$ cat src/rtl/e1_rx_clock_recovery.sv
// E1 receive bit-clock recovery: deglitches the hi/lo pulse lines, tracks pulse edges with
// a phase counter, emits one symbol per recovered bit and reports lock / loss of signal.
module e1_rx_clock_recovery #(
  parameter int PERIOD   = 15,
  parameter int LOCK_MAX = 15,
  parameter int LOS_BITS = 32
) (
  input  logic clk,
  input  logic rst_n,
  input  logic in_hi,
  input  logic in_lo,
  output logic out_hi,
  output logic out_lo,
  output logic out_stb,
  output logic lock
);

  localparam logic [4:0] P_LAST = 5'(PERIOD - 1);
  localparam logic [4:0] HALF_V = 5'((PERIOD - 1) / 2);
  localparam logic [5:0] P_W6   = 6'(PERIOD);
  localparam logic [3:0] LMAX_V = 4'(LOCK_MAX);
  localparam logic [7:0] LOS_V  = 8'(LOS_BITS);

  logic [2:0] hist_hi_q, hist_lo_q;
  logic       f_hi_q, f_lo_q, prev_any_q;
  logic [4:0] phase_q, phase_d;
  logic       s_hi_q, s_hi_d, s_lo_q, s_lo_d;
  logic       out_hi_q, out_hi_d, out_lo_q, out_lo_d, out_stb_q, out_stb_d;
  logic [3:0] lcnt_q, lcnt_d;
  logic       lock_q, lock_d;
  logic [7:0] los_q, los_d;

  logic       edge_c, wrap, good_edge, emit_hi, emit_lo;
  logic [5:0] phase_p2;

  function automatic logic maj3(input logic [2:0] h);
    return (h[0] & h[1]) | (h[0] & h[2]) | (h[1] & h[2]);
  endfunction

  always_comb begin
    edge_c    = (f_hi_q | f_lo_q) & ~prev_any_q;
    phase_p2  = 6'(phase_q) + 6'd2;
    phase_d   = (phase_q == P_LAST) ? 5'd0 : phase_q + 5'd1;
    good_edge = edge_c & ((phase_q == 5'd0) | (phase_q == 5'd1) | (phase_q == P_LAST));
    if (edge_c) begin
      if (phase_q == 5'd0) begin
        phase_d = 5'd1;
      end else if (phase_q <= HALF_V) begin
        phase_d = phase_q;
      end else begin
        phase_d = (phase_p2 >= P_W6) ? 5'(phase_p2 - P_W6) : phase_p2[4:0];
      end
    end
    wrap    = phase_d < phase_q;
    emit_hi = s_hi_q | f_hi_q;
    emit_lo = s_lo_q | f_lo_q;

    s_hi_d    = wrap ? 1'b0 : emit_hi;
    s_lo_d    = wrap ? 1'b0 : emit_lo;
    out_hi_d  = wrap ? emit_hi : out_hi_q;
    out_lo_d  = wrap ? emit_lo : out_lo_q;
    out_stb_d = wrap;

    lcnt_d = lcnt_q;
    if (good_edge) begin
      lcnt_d = (lcnt_q == LMAX_V) ? lcnt_q : lcnt_q + 4'd1;
    end else if (edge_c) begin
      lcnt_d = (lcnt_q < 4'd4) ? 4'd0 : lcnt_q - 4'd4;
    end
    lock_d = lock_q;
    if (lcnt_d == LMAX_V) begin
      lock_d = 1'b1;
    end else if (lcnt_d == 4'd0) begin
      lock_d = 1'b0;
    end

    // Loss of signal overrides any edge-driven lock update in the same cycle.
    los_d = los_q;
    if (wrap) begin
      if (!emit_hi && !emit_lo) begin
        los_d = (los_q == LOS_V) ? los_q : los_q + 8'd1;
        if (los_d == LOS_V) begin
          lcnt_d = 4'd0;
          lock_d = 1'b0;
        end
      end else begin
        los_d = 8'd0;
      end
    end
  end

  always_ff @(posedge clk or negedge rst_n) begin
    if (!rst_n) begin
      hist_hi_q  <= '0;
      hist_lo_q  <= '0;
      f_hi_q     <= 1'b0;
      f_lo_q     <= 1'b0;
      prev_any_q <= 1'b0;
      phase_q    <= '0;
      s_hi_q     <= 1'b0;
      s_lo_q     <= 1'b0;
      out_hi_q   <= 1'b0;
      out_lo_q   <= 1'b0;
      out_stb_q  <= 1'b0;
      lcnt_q     <= '0;
      lock_q     <= 1'b0;
      los_q      <= '0;
    end else begin
      hist_hi_q  <= {hist_hi_q[1:0], in_hi};
      hist_lo_q  <= {hist_lo_q[1:0], in_lo};
      f_hi_q     <= maj3(hist_hi_q);
      f_lo_q     <= maj3(hist_lo_q);
      prev_any_q <= f_hi_q | f_lo_q;
      phase_q    <= phase_d;
      s_hi_q     <= s_hi_d;
      s_lo_q     <= s_lo_d;
      out_hi_q   <= out_hi_d;
      out_lo_q   <= out_lo_d;
      out_stb_q  <= out_stb_d;
      lcnt_q     <= lcnt_d;
      lock_q     <= lock_d;
      los_q      <= los_d;
    end
  end

  assign out_hi  = out_hi_q;
  assign out_lo  = out_lo_q;
  assign out_stb = out_stb_q;
  assign lock    = lock_q;

endmodule

$ cat config.mk
export PLATFORM = sky130hd
export DESIGN_NAME = e1_rx_clock_recovery
export DESIGN_NICKNAME = d
export VERILOG_FILES = /design/src/rtl/e1_rx_clock_recovery.sv
export SDC_FILE = /design/constraint.sdc
export NUM_CORES = 1
export LEC_CHECK = 0
export BUFFER_PORTS_ARGS = -buffer_cell sky130_fd_sc_hd__buf_2
export CAP_MARGIN = 20
export CORE_UTILIZATION = 60
export DETAILED_ROUTE_END_ITERATION = 16
export PLACE_DENSITY = 0.87
export SLEW_MARGIN = 30
export SYNTH_ARGS = -nofsm -noshare
export SYNTH_HDL_FRONTEND = slang
export SYNTH_SLANG_ARGS = --single-unit
$ cat constraint.sdc
create_clock -name clk -period 6.1 [get_ports clk]
set_clock_uncertainty 0.2 [all_clocks]
set_input_delay 0.61 -clock clk [delete_from_list [all_inputs] [get_ports clk]]
set_output_delay 0.61 -clock clk [all_outputs]
set_load 0.005 [all_outputs]
==> results of run 1 <==
==> kinds of logic (layout without fill, tap and decap cells) <==
family                     after synthesis  in the layout
and+or+nand+nor                         82             82
AOI/OAI and AO/OA                       59             59
DFF                                     32             32
buffers and inverters                   21             26
adders and majority gates               15             15
xor gates and xnor gates                 6              6
muxes                                    2              2
==> cell usage after synthesis, types with 2 or more instances <==
library cell and n:
a21o_1 2, dfrtp_1 32, a21oi_1 5, ha_1 13, or3_1 2, nor3_1 4
clkbuf_1 6, a31oi_1 2, nand4_1 3, nand2_1 15, or2_2 2, a211oi_1 6
o211ai_1 3, o31ai_1 3, maj3_1 2, and2_1 2, or4_1 2, xnor2_1 5
and4_1 2, nor2_1 24, inv_1 10, o22ai_1 4, buf_2 2, o31a_1 2
nand3_1 16, and3_2 2, o21ai_0 18
==> power by group through the flow <==
| stage | clock network, W | registers (W) | logic [W] |
|---|---|---|---|
| 4_1_cts | 0.000184 | 0.000329 | 0.000473 |
| 2_1_floorplan | 0 | 0.000295 | 0.000405 |
| 6_report | 0.000181 | 0.000330 | 0.000475 |
| 3_5_place_dp | 0 | 0.000334 | 0.000468 |
| 5_1_grt | 0.000193 | 0.000339 | 0.000527 |
| 3_3_place_gp | 0 | 0.000332 | 0.000462 |
==> critical path: stages, from the launching register on <==
cell and delay, ns:
dfrtp_1 0.55, ha_1 0.37, nor2b_1 0.08, mux2i_1 0.34, o21a_1 0.19, o211ai_1 0.11
a211oi_1 0.26, o22ai_1 0.14, ha_1 0.30, a21o_1 0.15, a21o_1 0.17, a221o_1 0.50
inv_2 0.19, nand2_1 0.09, o41ai_1 0.28
==> cell type report <==
cell class	instances	area [sq um]	share of cell area, %
flip-flops and latches	32	801	37.6
inverters	11	41.3	1.94
well taps	44	55.1	2.59
repair buffers	7	35.0	1.65
clock inverters	1	30.0	1.41
multi-input cells	164	1100	51.7
clock buffers	7	65.1	3.06
==> state kept, by name (all words and copies together), names as in the netlist <==
signal and cells:
s_hi_q 1, out_lo 1, los_q 8, lock 1, hist_lo_q 3, hist_hi_q 3
phase_q 5, prev_any_q 1, out_hi 1, out_stb 1, s_lo_q 1, f_lo_q 1
f_hi_q 1, lcnt_q 4
==> routing by layer <==
| metal | global-route usage [%] | part of all wire (%) | up-vias |
|---|---|---|---|
| met1 | 32.3 | 44 | 759 |
| li1 | - | - | 799 |
| met3 | 5.19 | 5.2 | 7 |
| met2 | 41.4 | 50 | 60 |
| met5 | 0 | 0 | - |
| met4 | 6.64 | 0.76 | 0 |
==> per-stage QoR <==
stage | hold WS (ns) | util, % | setup WS, ns | power [W]
CTS | 0.126 | 68.6 | 2.05 | 0.000986
global placement | 0.168 | 65.5 | 2.12 | 0.000794
detailed placement | 0.168 | 65.5 | 2.11 | 0.000802
floorplan | 0.114 | - | 2.77 | 0.000699
global route | 0.162 | 68.6 | 1.74 | 0.00106
finish | 0.101 | 68.6 | 2.05 | 0.000987
==> path summary, 6_finish.rpt <==
check / endpoint / slack, ns / from
max: los_q[5]$_DFFE_PN0N_ / 2.05 / phase_q[2]$_DFF_PN0_
min: lcnt_q[2]$_DFF_PN0_ / 0.10 / rst_n
max reg2reg: los_q[5]$_DFFE_PN0N_ / 2.05 / phase_q[2]$_DFF_PN0_
min reg2reg: hist_lo_q[1]$_DFF_PN0_ / 0.20 / hist_lo_q[0]$_DFF_PN0_
max in group asynchronous: f_lo_q$_DFF_PN0_ / 5.14 / rst_n
min in group clk: hist_hi_q[0]$_DFF_PN0_ / 0.18 / in_hi
==> flow_metrics.env, run 1 <==
export IMPL_maxCapViolations=0
export IMPL_port_buffer_count=7
export IMPL_grtUsageTotal_pct=24.7
export IMPL_worstPathMaxFanout=15
export IMPL_cts_max_level=2
export IMPL_syn_instance_count=217
export IMPL_hold_viol=0
export IMPL_synth_compound_area_share_pct=21.3
export IMPL_irDropWorstVdd_mv=0.307
export IMPL_synth_fa_ha_area_share_pct=9.16
export IMPL_place_congestion=0.954
export IMPL_startpoint_type="register"
export IMPL_synth_xor_area_share_pct=2.63
export IMPL_power_frac_clock_pct=18.4
export IMPL_nets=238
export IMPL_drc_errors=0
export IMPL_syn_avg_cell_area_sq_um=9.19
export IMPL_period_needed_ns=4.05
export IMPL_netlist_area_sq_um=1990
export IMPL_final_common_cell="dfrtp_1"
export IMPL_ioPinCount=8
export IMPL_coreArea_sq_um=3100
export IMPL_cts_buffers=5
export IMPL_power_frac_seq_pct=33.5
export IMPL_grt_overflow=0
export IMPL_max_slew_margin_pct=51.7
export IMPL_cp_required_ns=6.12
export IMPL_cp_end_kind="register"
export IMPL_drtIter0Drc=131
export IMPL_total_leakage_power_nw=0.917
export IMPL_dr_pass1_iters=4
export IMPL_ys_seq_elements=32
export IMPL_synth_mux_area_fraction_pct=1.07
export IMPL_power_switching_w=0.000437
export IMPL_nFillCells=260
export IMPL_cts_root_buf="clkbuf_4"
export IMPL_clkTransAtPathRegs_ns=0.10
export IMPL_yosysTopAreaCell="dfrtp_1"
export IMPL_combPwrFrac_pct=48.1
export IMPL_yosysSeqAreaShare_pct=40.2
export IMPL_netlist_area_leader_share_pct=40.2
export IMPL_final_layout_size_suffix_gt1_share_pct=12.2
export IMPL_synth_simple_gate_area_share_pct=21.1
export IMPL_grt_pass1_vias=1505
export IMPL_ys_async_sr_fraction_pct=100
export IMPL_clock_sinks=32
export IMPL_post_cts_resized=0
export IMPL_fmax_ghz=0.247
export IMPL_dpl_hpwl_um=2800
export IMPL_ys_warnings_count=0
export IMPL_rows=20
export IMPL_stdcell_count=266
export IMPL_tns_ns=0
export IMPL_dp_cells=258
export IMPL_cts_tree="built"
export IMPL_antenna_cells=0
export IMPL_tightest_slew_ns=0.718
export IMPL_die_width_um=59.7
export IMPL_clock_path_buffers=2
export IMPL_worst_r2r_cell_count=14
export IMPL_mostFrequentLayoutCells="32 x dfrtp_1, 24 x nor2_1, 18 x o21ai_0"
export IMPL_design_die_area_sq_um=3560
export IMPL_synth_top_family_by_area="compound AO/OA/AOI/OAI gates"
export IMPL_clk_latency_ns=0.33
export IMPL_synth_edf_count=0
export IMPL_layout_worst_path_cycle_share_pct=66.3
export IMPL_synth_nets=234
export IMPL_yosys_cell_types_count=55
export IMPL_die_h_um=59.7
export IMPL_crit_type="reg -> reg"
export IMPL_slew_viol_final=0
export IMPL_crit_arrival_ns=4.06
export IMPL_grt_pass1_wl_um=6560
export IMPL_cts_hold_buf=0
export IMPL_finalSetupViolCount=0
export IMPL_grt_max_degree=33
export IMPL_routedWlPerCell_um=14.8
export IMPL_start_util_pct=64.3
export IMPL_drt_wl_total_um=3930
export IMPL_power_switching_share_pct=44.3
export IMPL_place_area_sq_um=2030
export IMPL_synth_top_cells_by_area="dfrtp_1 40%, ha_1 8.2%, o21ai_0 4.5%"
export IMPL_ant_nets=0
export IMPL_via_per_inst=6.11
export IMPL_post_cts_repair_setup_buffers=0
export IMPL_power_internal_w=0.000550
export IMPL_p_per_area_nw_per_um2=464
export IMPL_hp_class="in -> async"
export IMPL_area_delta_synth_final_pct=6.71
export IMPL_status="finished, final reports clean"
export IMPL_final_area_sq_um=2130
export IMPL_via_count=1625
export IMPL_synthFlopType="dfrtp_1"
export IMPL_antenna_found_initial=0
export IMPL_rsz0062_at_grt="no"
Power figures use the tool's default switching activity.
==> run 2, diff against run 1 <==
ABC_AREA = 1   (was not set)
clock period = 4.2 ns   (was 6.1 ns; I/O delays follow)
==> flow_metrics.env, run 2 <==
export IMPL_status="finished, final reports clean"
export IMPL_seq_area_sq_um=801
export IMPL_synth_most_common_cell="nand2_1"
export IMPL_cp_required_ns=4.24
export IMPL_critPathBufInv=1
export IMPL_r2r_start="phase_q[1]$_DFF_PN0_"
export IMPL_clk_latency_ns=0.35
export IMPL_final_util_pct=67.4
export IMPL_synth_top_cells_by_area="dfrtp_1 37%, nand2_1 12%, nand3_1 8.3%"
export IMPL_nFillCells=275
export IMPL_netlist_area_sq_um=2160
export IMPL_port_buffer_count=7
export IMPL_synth_edf_count=0
export IMPL_timing_rr_end="lcnt_q[1]$_DFF_PN0_"
export IMPL_fmax_ghz=0.284
export IMPL_crit_type="reg -> reg"
export IMPL_layout_worst_path_cycle_share_pct=83.8
export IMPL_maxCapViolations=0
export IMPL_final_layout_size_suffix_gt1_share_pct=13.9
export IMPL_p_per_area_nw_per_um2=675
export IMPL_cp_slowest_cell="dfrtp_1"
export IMPL_drtIter0Drc=167
export IMPL_yosysTopAreaCell="dfrtp_1"
export IMPL_nets=312
export IMPL_critPathTopFamily="simple AND/OR/NAND/NOR gates"
export IMPL_rows=21
export IMPL_final_common_cell="nand2_1"
export IMPL_rsz0062_at_grt="no"
export IMPL_synthFlopType="dfrtp_1"
export IMPL_ys_async_sr_fraction_pct=100
export IMPL_min_from="hist_lo_q[0]$_DFF_PN0_"
export IMPL_design_die_area_sq_um=3850
export IMPL_largest_register_ffs=8
export IMPL_grt_max_degree=33
export IMPL_clock_sinks=32
export IMPL_startpoint_type="register"
export IMPL_grtUsageTotal_pct=26.3
export IMPL_tightest_slew_ns=0.684
export IMPL_dpl_hpwl_um=3180
export IMPL_antenna_cells=0
export IMPL_place_congestion=0.938
export IMPL_syn_instance_count=285
export IMPL_clock_path_buffers=2
export IMPL_yosys_cell_types_count=32
export IMPL_yosys_top_cells_count="67 x nand2_1, 36 x nand3_1, 33 x inv_1"
export IMPL_netlist_area_leader_share_pct=37.0
export IMPL_cts_tree="built"
export IMPL_ant_nets=0
export IMPL_hold_depth=0
export IMPL_regMostFlops="los_q"
export IMPL_drc_errors=0
export IMPL_post_cts_resized=0
export IMPL_tns_ns=0
export IMPL_syn_avg_cell_area_sq_um=7.59
export IMPL_hold_viol=0
export IMPL_via_count=1868
export IMPL_via_per_inst=5.46
export IMPL_cts_root_buf="clkbuf_4"
export IMPL_hp_class="reg -> reg"
export IMPL_crit_arrival_ns=3.57
export IMPL_hold_path_end="hist_lo_q[1]$_DFF_PN0_"
export IMPL_period_needed_ns=3.52
export IMPL_ioPinCount=8
export IMPL_cp_end_kind="register"
export IMPL_antenna_found_initial=0
export IMPL_cts_buffers=5
export IMPL_slew_viol_final=0
export IMPL_multi_input_area_sq_um=1160
export IMPL_irDropWorstVdd_mv=0.487
export IMPL_grt_pass1_vias=1732
export IMPL_synth_nets=302
export IMPL_reg_top3="los_q x8, phase_q x5, lcnt_q x4"
export IMPL_coreArea_sq_um=3390
export IMPL_crit_top_cell="nand2_1"
export IMPL_die_h_um=62.0
export IMPL_start_util_pct=63.8
export IMPL_routedWlPerCell_um=12.5
export IMPL_cts_max_level=2
export IMPL_max_slew_margin_pct=54.4
export IMPL_post_cts_repair_setup_buffers=0
export IMPL_grt_overflow=0
export IMPL_worstPathMaxFanout=16
export IMPL_total_leakage_power_nw=1.23
export IMPL_area_delta_synth_final_pct=5.67
export IMPL_worst_r2r_cell_count=15
export IMPL_ys_seq_elements=32
export IMPL_clkTransAtPathRegs_ns=0.11
export IMPL_die_width_um=62.0
export IMPL_r2r_slack_ns=0.68
export IMPL_grt_pass1_wl_um=7250
export IMPL_ys_warnings_count=0
export IMPL_mostFrequentLayoutCells="67 x nand2_1, 36 x nand3_1, 33 x inv_1"
export IMPL_max_stage_delay_ns=0.53
export IMPL_finalSetupViolCount=0
export IMPL_drt_wl_total_um=4280
export IMPL_path_cells="inv_1 -> ha_1 -> nor2_1 -> nand3_2 -> nand4_4 -> nand3_1 -> nand2_1 -> nand3_1 -> o22ai_1 -> ha_1 -> nand2_1 -> o21a_1 -> nand2_4 -> nand2_1 -> nand2_1"
export IMPL_dr_pass1_iters=4
export IMPL_yosysSeqAreaShare_pct=37.0
-- run 2: cell types whose count changed in the layout (fill, tap and decap cells not counted), moves of 6 or more --
cell	previous run	this run
o21ai_0	18	7
inv_1	10	33
nand2_2	0	14
nand2_1	15	67
nor2_1	24	30
nand3_1	16	36
-- run 2: cells by family (layout without fill, tap and decap cells) --
kind of cell    count (synthesis)  in the layout  synth area share (%)
compound gates                 25             25                  6.83
xor+xnor                        7              7                  2.84
fa+ha+maj                      15             15                  8.45
buf+inv                        44             55                  9.37
flops                          32             32                  37.0
mux                             1              1                 0.463
simple gates                  161            161                  35.0
-- run 2: cell type report --
class / count / share of cell area [%]
multi-input combinational: 209 / 50.7
sequential: 32 / 35.0
inverter: 37 / 6.19
timing repair buffer: 10 / 2.85
tap: 46 / 2.52
clock buffer: 5 / 1.64
clock inverter: 3 / 1.04
-- run 2: where the power goes --
group          internal (W)  switching (W)  leakage (nW)
registers          0.000379      0.0000983         0.403
logic              0.000293       0.000590         0.798
clock network     0.0000657       0.000117        0.0274
-- run 2: how the worst max path moves through the flow --
stage,from,end,cells past startpoint
floorplan,phase_q[1]$_DFF_PN0_,los_q[4]$_DFFE_PN0N_,14
global placement,phase_q[2]$_DFF_PN0_,lcnt_q[0]$_DFF_PN0_,13
detailed placement,phase_q[1]$_DFF_PN0_,lcnt_q[1]$_DFF_PN0_,15
CTS,phase_q[1]$_DFF_PN0_,lcnt_q[1]$_DFF_PN0_,15
global route,phase_q[1]$_DFF_PN0_,lcnt_q[1]$_DFF_PN0_,15
finish,phase_q[1]$_DFF_PN0_,lcnt_q[1]$_DFF_PN0_,15
-- run 2: routing by layer --
| metal | vias to the layer above | wire (um) | global-route usage [%] |
|---|---|---|---|
| li1 | 937 | - | - |
| met1 | 857 | 1860 | 34.0 |
| met2 | 64 | 2080 | 42.2 |
| met3 | 10 | 235 | 6.42 |
| met4 | 0 | 100 | 10.8 |
| met5 | - | 0 | 0 |
-- run 2: timing repair --
action | CTS | global route
endpoints found under the setup margin | 0 | 0
hold buffers | 3 | 0
hold endpoints to repair | 34 | 0
-- run 2: metrics by stage --
stage	instances	power [W]	hold slack [ns]	cell area, sq um	setup WS, ns
3_3_place_gp	331	0.00131	0.160	2190	0.872
5_1_grt	342	0.00169	0.209	2280	0.315
6_report	342	0.00154	0.191	2280	0.679
2_1_floorplan	285	0.00124	-0.0756	2160	1.29
4_1_cts	342	0.00153	0.193	2280	0.718
3_5_place_dp	331	0.00135	0.163	2190	0.742
